==> config.mk <==
export PLATFORM = sky130hd
export DESIGN_NAME = mem_arbiter
export DESIGN_NICKNAME = d
export VERILOG_FILES = /design/src/rtl/cpu_types_pkg.sv /design/src/rtl/dp_types_pkg.sv /design/src/rtl/arb_fair_cnt.sv /design/src/rtl/mem_arbiter.sv
export SDC_FILE = /design/constraint.sdc
export NUM_CORES = 1
export LEC_CHECK = 0
export BUFFER_PORTS_ARGS = -buffer_cell sky130_fd_sc_hd__buf_4
export CAP_MARGIN = 10
export CORE_AREA = 3 3 103 105
export CTS_CLUSTER_SIZE = 20
export DETAILED_ROUTE_END_ITERATION = 10
export DIE_AREA = 0 0 106 108
export GPL_TIMING_DRIVEN = 0
export PLACE_DENSITY = 0.53
export SLEW_MARGIN = 0
export SYNTH_ARGS = -nofsm -noshare
export SYNTH_HDL_FRONTEND = slang
export SYNTH_SLANG_ARGS = --single-unit
==> constraint.sdc <==
create_clock -name CLK -period 3.3 [get_ports CLK]
set_input_delay 0.165 -clock CLK [delete_from_list [all_inputs] [get_ports CLK]]
set_output_delay 0.165 -clock CLK [all_outputs]
set_load 0.02 [all_outputs]
==> src/rtl/cpu_types_pkg.sv <==
// Shared CPU-side types: RAM handshake status and the machine word.
package cpu_types_pkg;

    typedef enum logic [1:0] {
        FREE   = 2'b00,
        BUSY   = 2'b01,
        ACCESS = 2'b10,
        ERROR  = 2'b11
    } ramstate_t;

    typedef logic [31:0] word_t;

endpackage

==> src/rtl/dp_types_pkg.sv <==
// Datapath-side types: memory arbiter states, grant encodings and counter sizing.
package dp_types_pkg;

    typedef enum logic [1:0] {
        IDLE  = 2'b00,
        GNT_I = 2'b01,
        GNT_D = 2'b10
    } arb_state_t;

    localparam logic [1:0] GNT_NONE  = 2'b00;
    localparam logic [1:0] GNT_INSTR = 2'b01;
    localparam logic [1:0] GNT_DATA  = 2'b10;

    // A limit of 0 still needs a 1-bit register.
    function automatic int dstreak_w(input int max_streak);
        return (max_streak < 1) ? 1 : $clog2(max_streak + 1);
    endfunction

endpackage

==> src/rtl/arb_fair_cnt.sv <==
// Saturating count of consecutive data grants taken while an instruction fetch waits.
module arb_fair_cnt
    import dp_types_pkg::*;
#(
    parameter int MAX = 4
) (
    input  logic CLK,
    input  logic nRST,
    input  logic clear,
    input  logic inc,
    output logic at_limit
);

    localparam int W = dstreak_w(MAX);
    localparam logic [W-1:0] LIMIT = W'(MAX);

    logic [W-1:0] cnt;

    always_ff @(posedge CLK or negedge nRST) begin
        if (!nRST)
            cnt <= '0;
        else if (clear)
            cnt <= '0;
        else if (inc && !at_limit)
            cnt <= cnt + W'(1);
    end

    assign at_limit = (cnt >= LIMIT);

endmodule

==> src/rtl/mem_arbiter.sv <==
// Single-port RAM arbiter between instruction fetch and data access, data first
// with a fairness limit so a waiting fetch is eventually served.
module mem_arbiter
    import cpu_types_pkg::*;
    import dp_types_pkg::*;
#(
    parameter int MAX_DSTREAK = 4,
    parameter int ADDR_W      = 32,
    parameter int DATA_W      = 32
) (
    input  logic              CLK,
    input  logic              nRST,
    input  logic              iREN,
    input  logic [ADDR_W-1:0] iaddr,
    output logic [DATA_W-1:0] iload,
    output logic              iwait,
    input  logic              dREN,
    input  logic              dWEN,
    input  logic [ADDR_W-1:0] daddr,
    input  logic [DATA_W-1:0] dstore,
    output logic [DATA_W-1:0] dload,
    output logic              dwait,
    output logic              ramREN,
    output logic              ramWEN,
    output logic [ADDR_W-1:0] ramaddr,
    output logic [DATA_W-1:0] ramstore,
    input  logic [DATA_W-1:0] ramload,
    input  ramstate_t         ramstate,
    output logic [1:0]        gnt
);

    // Handshake: a requester holds its enable (the "valid") and its address/data
    // stable; its wait (inverted "ready") drops for exactly one cycle, the cycle
    // in which the RAM reports ACCESS, and read data is only meaningful then.
    // Dropping the enable while granted abandons the transfer without a pulse.

    arb_state_t state, next_state;
    logic       dreq;
    logic       cnt_clear, cnt_inc, at_limit;

    assign dreq = dREN | dWEN;

    arb_fair_cnt #(.MAX(MAX_DSTREAK)) u_fair_cnt (
        .CLK      (CLK),
        .nRST     (nRST),
        .clear    (cnt_clear),
        .inc      (cnt_inc),
        .at_limit (at_limit)
    );

    always_ff @(posedge CLK or negedge nRST) begin
        if (!nRST)
            state <= IDLE;
        else
            state <= next_state;
    end

    always_comb begin
        next_state = state;
        cnt_clear  = 1'b0;
        cnt_inc    = 1'b0;
        case (state)
            IDLE: begin
                if (dreq && (!iREN || !at_limit)) begin
                    next_state = GNT_D;
                    cnt_inc    = iREN;
                    cnt_clear  = !iREN;
                end else if (iREN) begin
                    next_state = GNT_I;
                    cnt_clear  = 1'b1;
                end
            end
            GNT_I:   if (!iREN || ramstate == ACCESS) next_state = IDLE;
            GNT_D:   if (!dreq || ramstate == ACCESS) next_state = IDLE;
            default: next_state = IDLE;
        endcase
    end

    always_comb begin
        ramREN   = 1'b0;
        ramWEN   = 1'b0;
        ramaddr  = '0;
        ramstore = '0;
        iwait    = 1'b1;
        dwait    = 1'b1;
        iload    = '0;
        dload    = '0;
        gnt      = GNT_NONE;
        case (state)
            GNT_I: begin
                gnt     = GNT_INSTR;
                ramaddr = iaddr;
                if (iREN) begin
                    ramREN = 1'b1;
                    if (ramstate == ACCESS) begin
                        iwait = 1'b0;
                        iload = ramload;
                    end
                end
            end
            GNT_D: begin
                gnt      = GNT_DATA;
                ramaddr  = daddr;
                ramstore = dstore;
                if (dreq) begin
                    // A write wins when both enables are raised.
                    ramWEN = dWEN;
                    ramREN = !dWEN;
                    if (ramstate == ACCESS) begin
                        dwait = 1'b0;
                        dload = ramload;
                    end
                end
            end
            default: ;
        endcase
    end

endmodule
==> results of run 1 <==
-- final timing paths --
kind	endpoint	start	slack (ns)
min in group CLK	state[0]$_DFFE_PN0P_	iREN	0.35
worst min register to register	u_fair_cnt.cnt[2]$_DFFE_PN0P_	u_fair_cnt.cnt[2]$_DFFE_PN0P_	0.52
max in group asynchronous	u_fair_cnt.cnt[0]$_DFFE_PN0P_	nRST	2.91
worst max-delay path	iload[4]	state[1]$_DFFE_PN0P_	1.12
worst min-delay path	u_fair_cnt.cnt[2]$_DFFE_PN0P_	nRST	0.28
worst max register to register	state[1]$_DFFE_PN0P_	state[1]$_DFFE_PN0P_	1.65
-- power groups by stage --
stage	sequential [W]	combinational [W]	clock, W
3_5_place_dp	0.0000982	0.00173	0
6_report	0.0000970	0.00171	0.000110
3_3_place_gp	0.0000980	0.00172	0
5_1_grt	0.0000995	0.00185	0.000121
2_1_floorplan	0.0000943	0.000992	0
4_1_cts	0.0000975	0.00173	0.000115
-- worst reg2reg max path, stage by stage (launching register included) --
cell and delay [ns]:
dfrtp_1 0.38, inv_1 0.08, ha_1 0.17, clkbuf_1 0.26
nand2_2 0.13, a21boi_2 0.18, nor2_1 0.07, a32o_1 0.25
-- cell type report --
class | count | area, um2
Fill cell | 1051 | 5980
Timing Repair Buffer | 269 | 2020
Multi-Input combinational cell | 188 | 1270
Tap cell | 133 | 166
Sequential cell | 5 | 125
Buffer | 20 | 91.3
Clock buffer | 4 | 45.0
Inverter | 6 | 22.5
-- kinds of logic after synthesis --
logic type / synth area share (%)
and+or+nand+nor: 58.1
AOI/OAI and AO/OA: 21.2
buffers and inverters: 7.52
adders and majority gates: 4.13
DFF: 8.26
muxes: 0.744
-- per-layer routing --
layer	GRT usage (%)	vias up	part of all wire [%]
met4	2.04	0	1.4
met3	4.06	10	8.6
li1	-	1265	-
met1	14.6	1156	34
met5	0	-	0
met2	30.0	136	56
-- through the flow --
stage	hold slack [ns]	instance area, um2
after global routing	0.280	3750
final	0.278	3750
after detailed placement	-0.0308	3690
after global placement	-0.0297	3690
after CTS	0.273	3750
after floorplan	-0.131	1510
-- sequential cells by signal, indices dropped and copies added (netlist names) --
signal / flops
u_fair_cnt.cnt: 3
state: 2
-- synth_stat cells --
cell type	count	share of area, %
nand2_1	3	0.74
nor2_2	2	0.83
a21boi_2	1	0.74
nor2_1	2	0.50
a22o_1	3	1.7
or2_4	1	0.58
and4b_4	1	0.91
mux2_2	1	0.74
clkbuf_2	3	0.99
o21ai_1	1	0.33
o21ai_4	1	1.1
and2_1	98	40
a22oi_1	32	16
nor2b_1	32	13
a21o_1	1	0.50
inv_1	6	1.5
nand2b_1	1	0.41
nand2_2	1	0.41
o21ai_0	1	0.33
clkbuf_1	9	2.2
buf_2	7	2.3
ha_1	5	4.1
a32o_1	1	0.66
dfrtp_1	5	8.3
buf_4	1	0.50
==> results.py, run 1 <==
metrics = {
    "status": {
        "status": "finished, final reports clean",
    },
    "power_and_ir_drop": {
        "p_int_w": 0.000946,
        "switching_share_pct": 50.5,
        "power_w": 0.00191,
        "power_density_nw_per_um2": 511,
        "power_frac_seq_pct": 5.1,
        "clkPwrFrac_pct": 5.7,
        "p_switching_w": 0.000967,
        "p_comb_share_pct": 89.2,
        "max-vdd-ir-drop_mv": 0.313,
        "leakage_nw": 2.01,
    },
    "cts": {
        "cts_resized": 0,
        "clk_pin_slew_ns": 0.03,
        "cts_sinks": 5,
        "cts_buffers": 3,
        "insertion_delay_ns": 0.22,
        "hold_buffers": 1,
        "postCtsSetupRepairBufs": 0,
        "tritoncts": "built",
        "htreeDepth": 1,
        "cts_buffer_depth": 2,
        "cts_root_buf": "clkbuf_8",
    },
    "worst_setup_path": {
        "critPathMaxStageDelay_ns": 0.38,
        "required_ns": 3.13,
        "crit_type": "reg2out",
        "path_max_fanout": 10,
        "rr_worst_depth": 7,
        "start_kind": "flop",
        "crit_slowest_cell": "dfrtp_1",
        "cp.arrival_ns": 2.01,
        "path_buf_inv": 4,
        "cp.depth": 8,
        "worstPathCellList": "inv_1, ha_1, clkbuf_1, nand2_2, nor2_2, buf_2, and2_1, buf_4",
        "end_kind": "output pin",
        "critPathTopFamily": "buffers and inverters",
    },
    "min_path": {
        "min_path_type": "in2async",
    },
    "timing": {
        "drv_slew": 0,
        "hold_violations": 0,
        "timing.slew.headroom_pct": 69.4,
        "clock.fmax_ghz": 0.459,
        "post-route-period-util_pct": 66.0,
        "tns_ns": 0,
        "clock_skew_ns": 0.00294,
        "tightest_slew_ns": 0.460,
        "setup_viol": 0,
        "setup_ws_ns": 1.12,
        "rsz0062_at_grt": "false",
        "post-route-min-period_ns": 2.18,
    },
    "global_routing": {
        "grt_pass1_vias": 2473,
        "grt_pass1_wl_mm": 13.3,
        "grt_start_max_net_pins": 11,
        "grt_antenna_before_repair": 0,
        "gr-total-overflow": 0,
        "grtUsageTotal_pct": 14.5,
    },
    "placed_design": {
        "dpl.cell_count": 620,
        "io_buffers": 268,
        "gp_congestion": 0.765,
        "dp_hpwl_mm": 8.24,
        "place_ws_ns": 1.30,
    },
    "flow_run": {
        "max_cap_violations": 0,
    },
    "cells_and_area": {
        "area_growth_syn_to_layout_pct": 148,
        "final_cell_mix": "buf_4 (269), and2_1 (98), a22oi_1 (32), nor2b_1 (32), clkbuf_1 (10)",
        "postLayoutCoreUtil_pct": 38.5,
        "stdcell_count": 625,
        "layout.nets": 633,
        "drive_gt1_share_pct": 58.9,
        "layout_commonest_cell": "buf_4",
        "n_antenna_cell": 0,
    },
    "floorplanning": {
        "dieArea_um2": 11400,
        "fp.dieW_um": 106,
        "start_util_pct": 15.6,
        "rows": 36,
        "fp.dieH_um": 108,
        "core_region_area_um2": 9730,
        "io_pins": 269,
    },
    "route": {
        "drt_iter0_markers": 80,
        "drc": 0,
        "avgRoutedWirePerCell_um": 14.9,
        "num_vias": 2567,
        "routed_wl_mm": 9.30,
        "first_pass_iters": 4,
        "ant_nets": 0,
        "vias_per_cell": 4.11,
    },
    "logic_synthesis": {
        "synth_nets": 359,
        "syn-cell-area_um2": 1510,
        "synth_warnings": 0,
        "avgSynthCellArea_um2": 6.91,
        "netlist_instances": 219,
        "ys_seq_area_share_pct": 8.26,
        "synth_seq_cells": 5,
        "ys_types": 25,
    },
}
No activity file was read; power rests on OpenSTA's default activity.
==> run 2, diff against run 1 <==
--- a/config.mk
+++ b/config.mk
@@ -12,7 +12,7 @@
 export DETAILED_ROUTE_END_ITERATION = 10
 export DIE_AREA = 0 0 106 108
 export GPL_TIMING_DRIVEN = 0
-export PLACE_DENSITY = 0.53
+export PLACE_DENSITY = 0.55
 export SLEW_MARGIN = 0
 export SYNTH_ARGS = -nofsm -noshare
 export SYNTH_HDL_FRONTEND = slang
==> constraint.sdc (replaced) <==
create_clock -name CLK -period 1.8 [get_ports CLK]
set_input_delay 0.09 -clock CLK [delete_from_list [all_inputs] [get_ports CLK]]
set_output_delay 0.09 -clock CLK [all_outputs]
set_load 0.02 [all_outputs]
==> run 2 against run 1 <==
  * Routed wire length is 1.4% lower
  * Worst setup slack worse by 1.1 ns
  * Largest power group unchanged
  * Sequential share of layout area is 0.23 points lower
  * Critical endpoint is now ramaddr[16]
  * Largest cell class unchanged
  * Count of clock-buffer cells in the layout stayed put
==> results.py, run 2 (synthesis results as in run 1) <==
metrics = {
    "worst_setup_path": {
        "worstPathCellList": "buf_4, ha_4, buf_2, a22oi_1, nor2b_1, buf_4",
        "start_kind": "flop",
        "required_ns": 1.71,
        "crit_type": "reg2out",
        "critPathMaxStageDelay_ns": 0.41,
        "path_max_fanout": 10,
        "end_kind": "output pin",
        "r2r_slack_ns": 0.31,
        "rr_worst_depth": 7,
        "cp.arrival_ns": 1.64,
        "r2r_end": "state[1]$_DFFE_PN0P_",
        "crit_top_cell": "buf_4",
        "crit_slowest_cell": "dfrtp_2",
        "r2r-start": "state[0]$_DFFE_PN0P_",
    },
    "power_and_ir_drop": {
        "power_w": 0.00382,
        "max-vdd-ir-drop_mv": 0.671,
        "power_density_nw_per_um2": 939,
        "leakage_nw": 2.14,
    },
    "global_routing": {
        "gr-total-overflow": 0,
        "grtUsageTotal_pct": 14.4,
        "grt_start_max_net_pins": 11,
        "grt_pass1_vias": 2681,
        "grt_antenna_before_repair": 0,
        "grt_pass1_wl_mm": 13.7,
    },
    "placed_design": {
        "dp_hpwl_mm": 7.84,
        "io_buffers": 268,
        "place_area_um2": 3690,
        "place_ws_ns": -0.0813,
        "gp_congestion": 0.735,
    },
    "timing": {
        "post-route-min-period_ns": 1.73,
        "drv_slew": 0,
        "clock_skew_ns": 0.00439,
        "setup_ws_ns": 0.0719,
        "setup_viol": 0,
        "clock.fmax_ghz": 0.579,
        "timing.slew.headroom_pct": 83.6,
        "tightest_slew_ns": 0.246,
        "hold_violations": 0,
        "post-route-period-util_pct": 96.0,
        "rsz0062_at_grt": "true",
    },
    "cts": {
        "cts_sinks": 5,
        "cts_buffer_depth": 2,
        "tritoncts": "built",
        "htreeDepth": 1,
        "cts_root_buf": "clkbuf_8",
        "cts_buffers": 3,
        "insertion_delay_ns": 0.22,
        "clk_pin_slew_ns": 0.04,
    },
    "floorplanning": {
        "fp.dieW_um": 106,
        "dieArea_um2": 11400,
        "core_region_area_um2": 9730,
        "rows": 36,
        "fp.dieH_um": 108,
        "start_util_pct": 15.6,
        "io_pins": 269,
    },
    "route": {
        "first_pass_iters": 4,
        "num_vias": 2551,
        "drt_iter0_markers": 83,
        "drc": 0,
        "ant_nets": 0,
        "vias_per_cell": 4.02,
        "routed_wl_mm": 9.16,
        "avgRoutedWirePerCell_um": 14.5,
    },
    "cells_and_area": {
        "drive_gt1_share_pct": 65.3,
        "layout.nets": 642,
        "top_register": "u_fair_cnt.cnt",
        "area_growth_syn_to_layout_pct": 169,
        "n_antenna_cell": 0,
        "final_cell_mix": "buf_4 (261), and2_1 (86), a22oi_1 (32), nor2b_1 (32), buf_6 (18)",
        "nFillCells": 1005,
        "reg_top3": "u_fair_cnt.cnt (3), state (2)",
        "largest_reg_flops": 3,
        "fin_area_um2": 4070,
        "layout_commonest_cell": "buf_4",
    },
    "status": {
        "status": "finished, final reports clean",
    },
    "min_path": {
        "min_path_type": "in2async",
    },
    "flow_run": {
        "max_cap_violations": 0,
    },
}
## run 2: cell count changes in the layout (fill, tap and decap cells not counted), sizes merged
cell	before	now
buf	276	285
## run 2: per-stage QoR
step / hold slack, ns / utilization (%) / TNS (ns) / std cells
3_3_place_gp: -0.107 / 38.0 / -1.22 / 620
3_5_place_dp: -0.105 / 38.0 / -1.87 / 620
5_1_grt: 0.214 / 41.8 / -0.143 / 634
6_report: 0.204 / 41.8 / 0 / 634
4_1_cts: 0.198 / 40.8 / -0.169 / 631
2_1_floorplan: -0.206 / - / 0 / 219
## run 2: how the worst max path moves through the flow
| stage | slack (ns) | endpoint | cells past startpoint | startpoint |
|---|---|---|---|---|
| after detailed placement | -0.08 | iload[29] | 8 | state[1]$_DFFE_PN0P_ |
| after CTS | -0.03 | ramREN | 8 | state[0]$_DFFE_PN0P_ |
| after global routing | -0.04 | ramREN | 8 | state[0]$_DFFE_PN0P_ |
| after floorplan | 0.15 | iload[22] | 7 | state[1]$_DFFE_PN0P_ |
| after global placement | -0.08 | iload[12] | 8 | state[1]$_DFFE_PN0P_ |
| final | 0.07 | ramaddr[16] | 6 | state[0]$_DFFE_PN0P_ |
## run 2: final cells by class
class / instances / area, um2 / share of cell area (%)
well taps: 133 / 166 / 4.09
multi-input cells: 188 / 1360 / 33.4
repair buffers: 280 / 2190 / 53.7
flip-flops and latches: 5 / 126 / 3.11
inverters: 6 / 22.5 / 0.554
clock buffers: 4 / 45.0 / 1.11
plain buffers: 18 / 163 / 4.00
## run 2: power breakdown
group | switching, W | internal (W)
Sequential | 0.0000373 | 0.000151
Clock | 0.0000529 | 0.000152
Combinational | 0.00175 | 0.00168
## run 2: worst max-delay path, delay by kind of cell, from the launching register on
kind	cells	cell delay, ns
buffers and inverters	3	0.50
flip-flops	1	0.41
AO/OA/AOI/OAI	1	0.24
adder cells (fa/ha/maj)	1	0.18
AND/OR/NAND/NOR	1	0.08
## run 2: what timing repair did
item,in CTS,in global routing
hold buffers,1,0
pin swaps,8,3
gates cloned,3,0
hold endpoints to repair,5,0
endpoints found under the setup margin,130,107
setup buffers,4,4
gates resized for setup,46,30
## run 2: layer usage
layer | part of all wire, % | GRT usage [%] | vias to the layer above
li1 | - | - | 1281
met1 | 35 | 15.2 | 1134
met2 | 56 | 29.6 | 132
met3 | 8.6 | 3.82 | 4
met4 | 0.43 | 0.833 | 0
met5 | 0 | 0 | -
==> run 3, diff against run 2 <==
--- a/config.mk
+++ b/config.mk
@@ -5,14 +5,16 @@
 export SDC_FILE = /design/constraint.sdc
 export NUM_CORES = 1
 export LEC_CHECK = 0
-export BUFFER_PORTS_ARGS = -buffer_cell sky130_fd_sc_hd__buf_4
+export BUFFER_PORTS_ARGS = -buffer_cell sky130_fd_sc_hd__clkbuf_2
 export CAP_MARGIN = 10
-export CORE_AREA = 3 3 103 105
+export CELL_PAD_IN_SITES_DETAIL_PLACEMENT = 1
+export CELL_PAD_IN_SITES_GLOBAL_PLACEMENT = 2
+export CORE_MARGIN = 3
+export CORE_UTILIZATION = 10
 export CTS_CLUSTER_SIZE = 20
 export DETAILED_ROUTE_END_ITERATION = 10
-export DIE_AREA = 0 0 106 108
 export GPL_TIMING_DRIVEN = 0
-export PLACE_DENSITY = 0.55
+export PLACE_DENSITY = 0.84
 export SLEW_MARGIN = 0
 export SYNTH_ARGS = -nofsm -noshare
 export SYNTH_HDL_FRONTEND = slang
==> run 3 against run 2 <==
  * Total power is 5.7% higher
  * Clock skew is 0.0022 ns lower
  * Routed wire length is 6.1% higher
  * Sequential power hardly changed
  * Clock power is 80% higher
  * Sequential share of layout area hardly changed
  * Utilization is 14 points lower
  * Count of clock-buffer cells in the layout is 1 lower
  * Global-route usage is 4.2 points lower
  * Final cell count is 9.0% higher
  * Critical path type unchanged
==> results.py, run 3 (synthesis results as in run 1) <==
metrics = {
    "route": {
        "drc": 0,
        "ant_nets": 0,
        "first_pass_iters": 4,
        "vias_per_cell": 3.85,
        "num_vias": 2663,
        "routed_wl_mm": 9.72,
        "avgRoutedWirePerCell_um": 14.1,
        "drt_iter0_markers": 32,
    },
    "timing": {
        "rsz0062_at_grt": "true",
        "hold_violations": 0,
        "drv_slew": 0,
        "clock.fmax_ghz": 0.563,
        "timing.slew.headroom_pct": 82.9,
        "setup_viol": 0,
        "clock_skew_ns": 0.00221,
        "tightest_slew_ns": 0.257,
        "post-route-period-util_pct": 98.7,
        "post-route-min-period_ns": 1.78,
        "tns_ns": 0,
    },
    "power_and_ir_drop": {
        "max-vdd-ir-drop_mv": 0.536,
        "power_density_nw_per_um2": 1000,
        "clkPwrFrac_pct": 9.1,
        "p_comb_share_pct": 86.2,
        "leakage_nw": 2.14,
        "power_frac_seq_pct": 4.7,
        "p_int_w": 0.00205,
        "p_switching_w": 0.00199,
        "power_w": 0.00404,
        "switching_share_pct": 49.3,
    },
    "cts": {
        "clk_pin_slew_ns": 0.04,
        "cts_sinks": 5,
        "tritoncts": "built",
        "cts_root_buf": "clkbuf_16",
        "htreeDepth": 1,
        "cts_buffer_depth": 2,
        "cts_buffers": 3,
        "insertion_delay_ns": 0.23,
    },
    "worst_setup_path": {
        "path_buf_inv": 4,
        "required_ns": 1.71,
        "crit_top_cell": "buf_6",
        "worstPathCellList": "buf_6, ha_4, o21ai_4, nor2_4, buf_12, buf_8, and2_4, buf_6",
        "path_max_fanout": 8,
        "critPathMaxStageDelay_ns": 0.40,
        "cp.arrival_ns": 1.69,
        "crit_type": "reg2out",
        "critPathTopFamily": "buffers and inverters",
        "end_kind": "output pin",
        "start_kind": "flop",
        "crit_slowest_cell": "dfrtp_1",
    },
    "floorplanning": {
        "fp.dieW_um": 129,
        "dieArea_um2": 16700,
        "start_util_pct": 10.3,
        "rows": 44,
        "io_pins": 269,
        "fp.dieH_um": 129,
        "core_region_area_um2": 14700,
    },
    "global_routing": {
        "grtUsageTotal_pct": 10.2,
        "grt_antenna_before_repair": 0,
        "grt_start_max_net_pins": 11,
        "gr-total-overflow": 0,
        "grt_pass1_wl_mm": 13.9,
        "grt_pass1_vias": 2722,
    },
    "placed_design": {
        "place_area_um2": 3090,
        "gp_congestion": 0.730,
        "io_buffers": 268,
        "dp_hpwl_mm": 7.70,
    },
    "cells_and_area": {
        "reg_top3": "u_fair_cnt.cnt (3), state (2)",
        "final_cell_mix": "clkbuf_2 (198), and2_1 (65), and2_4 (33), buf_4 (33)",
        "n_antenna_cell": 0,
        "fin_area_um2": 4030,
        "postLayoutCoreUtil_pct": 27.4,
        "layout_commonest_cell": "clkbuf_2",
        "area_growth_syn_to_layout_pct": 166,
        "top_register": "u_fair_cnt.cnt",
        "drive_gt1_share_pct": 73.4,
        "layout.nets": 648,
        "largest_reg_flops": 3,
    },
    "min_path": {
        "min_path_type": "in2async",
    },
    "status": {
        "status": "finished, final reports clean",
    },
    "flow_run": {
        "max_cap_violations": 0,
    },
}
[run 3: changes by cell type in the layout (fill, tap and decap cells not counted), moves of 7 or more]
| cell | previous run | this run |
|---|---|---|
| a22oi_1 | 32 | 15 |
| clkbuf_2 | 4 | 198 |
| buf_6 | 18 | 31 |
| clkbuf_8 | 8 | 1 |
| and2_4 | 12 | 33 |
| buf_8 | 2 | 19 |
| a22oi_2 | 0 | 17 |
| and2_1 | 86 | 65 |
| buf_2 | 3 | 13 |
| buf_4 | 261 | 33 |
[run 3: timing repair]
item	in CTS	in global routing
resized for setup	72	216
endpoints found under the setup margin	132	115
endpoints found under the hold margin	5	0
hold buffers	1	0
pin swaps	3	35
gates cloned	4	0
buffers inserted	10	2
[run 3: worst paths after layout]
path | cells after the start | from | endpoint | slack (ns)
setup / recovery | 8 | state[1]$_DFFE_PN0P_ | dload[25] | 0.02
hold / removal | 2 | nRST | u_fair_cnt.cnt[1]$_DFFE_PN0P_ | 0.22
setup reg to reg | 8 | state[1]$_DFFE_PN0P_ | state[1]$_DFFE_PN0P_ | 0.13
hold reg to reg | 1 | u_fair_cnt.cnt[2]$_DFFE_PN0P_ | u_fair_cnt.cnt[2]$_DFFE_PN0P_ | 0.54
max in group asynchronous | 2 | nRST | u_fair_cnt.cnt[0]$_DFFE_PN0P_ | 1.44
min in group CLK | 3 | iREN | state[1]$_DFFE_PN0P_ | 0.33
[run 3: layout make-up]
cell class | count | area (um2)
fillers | 1785 | 10700
repair buffers | 285 | 1860
multi-input cells | 188 | 1510
well taps | 184 | 230
plain buffers | 19 | 199
flip-flops and latches | 5 | 125
clock buffers | 3 | 75.1
inverters | 6 | 22.5
clock inverters | 1 | 5.00
[run 3: layer usage]
layer | up-vias | part of all wire, % | global-route usage, %
met4 | 0 | 1.2 | 2.84
li1 | 1296 | - | -
met5 | - | 0 | 0
met1 | 1214 | 35 | 11.2
met2 | 147 | 56 | 20.0
met3 | 6 | 7.8 | 1.73
[run 3: through the flow]
stage	worst slack, ns	hold slack, ns	cells
5_1_grt	-0.0790	0.247	691
3_3_place_gp	-0.261	-0.0923	671
6_report	0.0234	0.221	691
2_1_floorplan	0.151	-0.206	219
3_5_place_dp	-0.274	-0.0811	671
4_1_cts	-0.00324	0.241	689
[run 3: power groups by stage]
stage          Sequential [W]  Clock, W  Combinational (W)
6_report             0.000188  0.000369            0.00348
3_5_place_dp         0.000182         0            0.00281
4_1_cts              0.000185  0.000375            0.00321
2_1_floorplan        0.000173         0            0.00182
5_1_grt              0.000193  0.000389            0.00379
3_3_place_gp         0.000183         0            0.00280
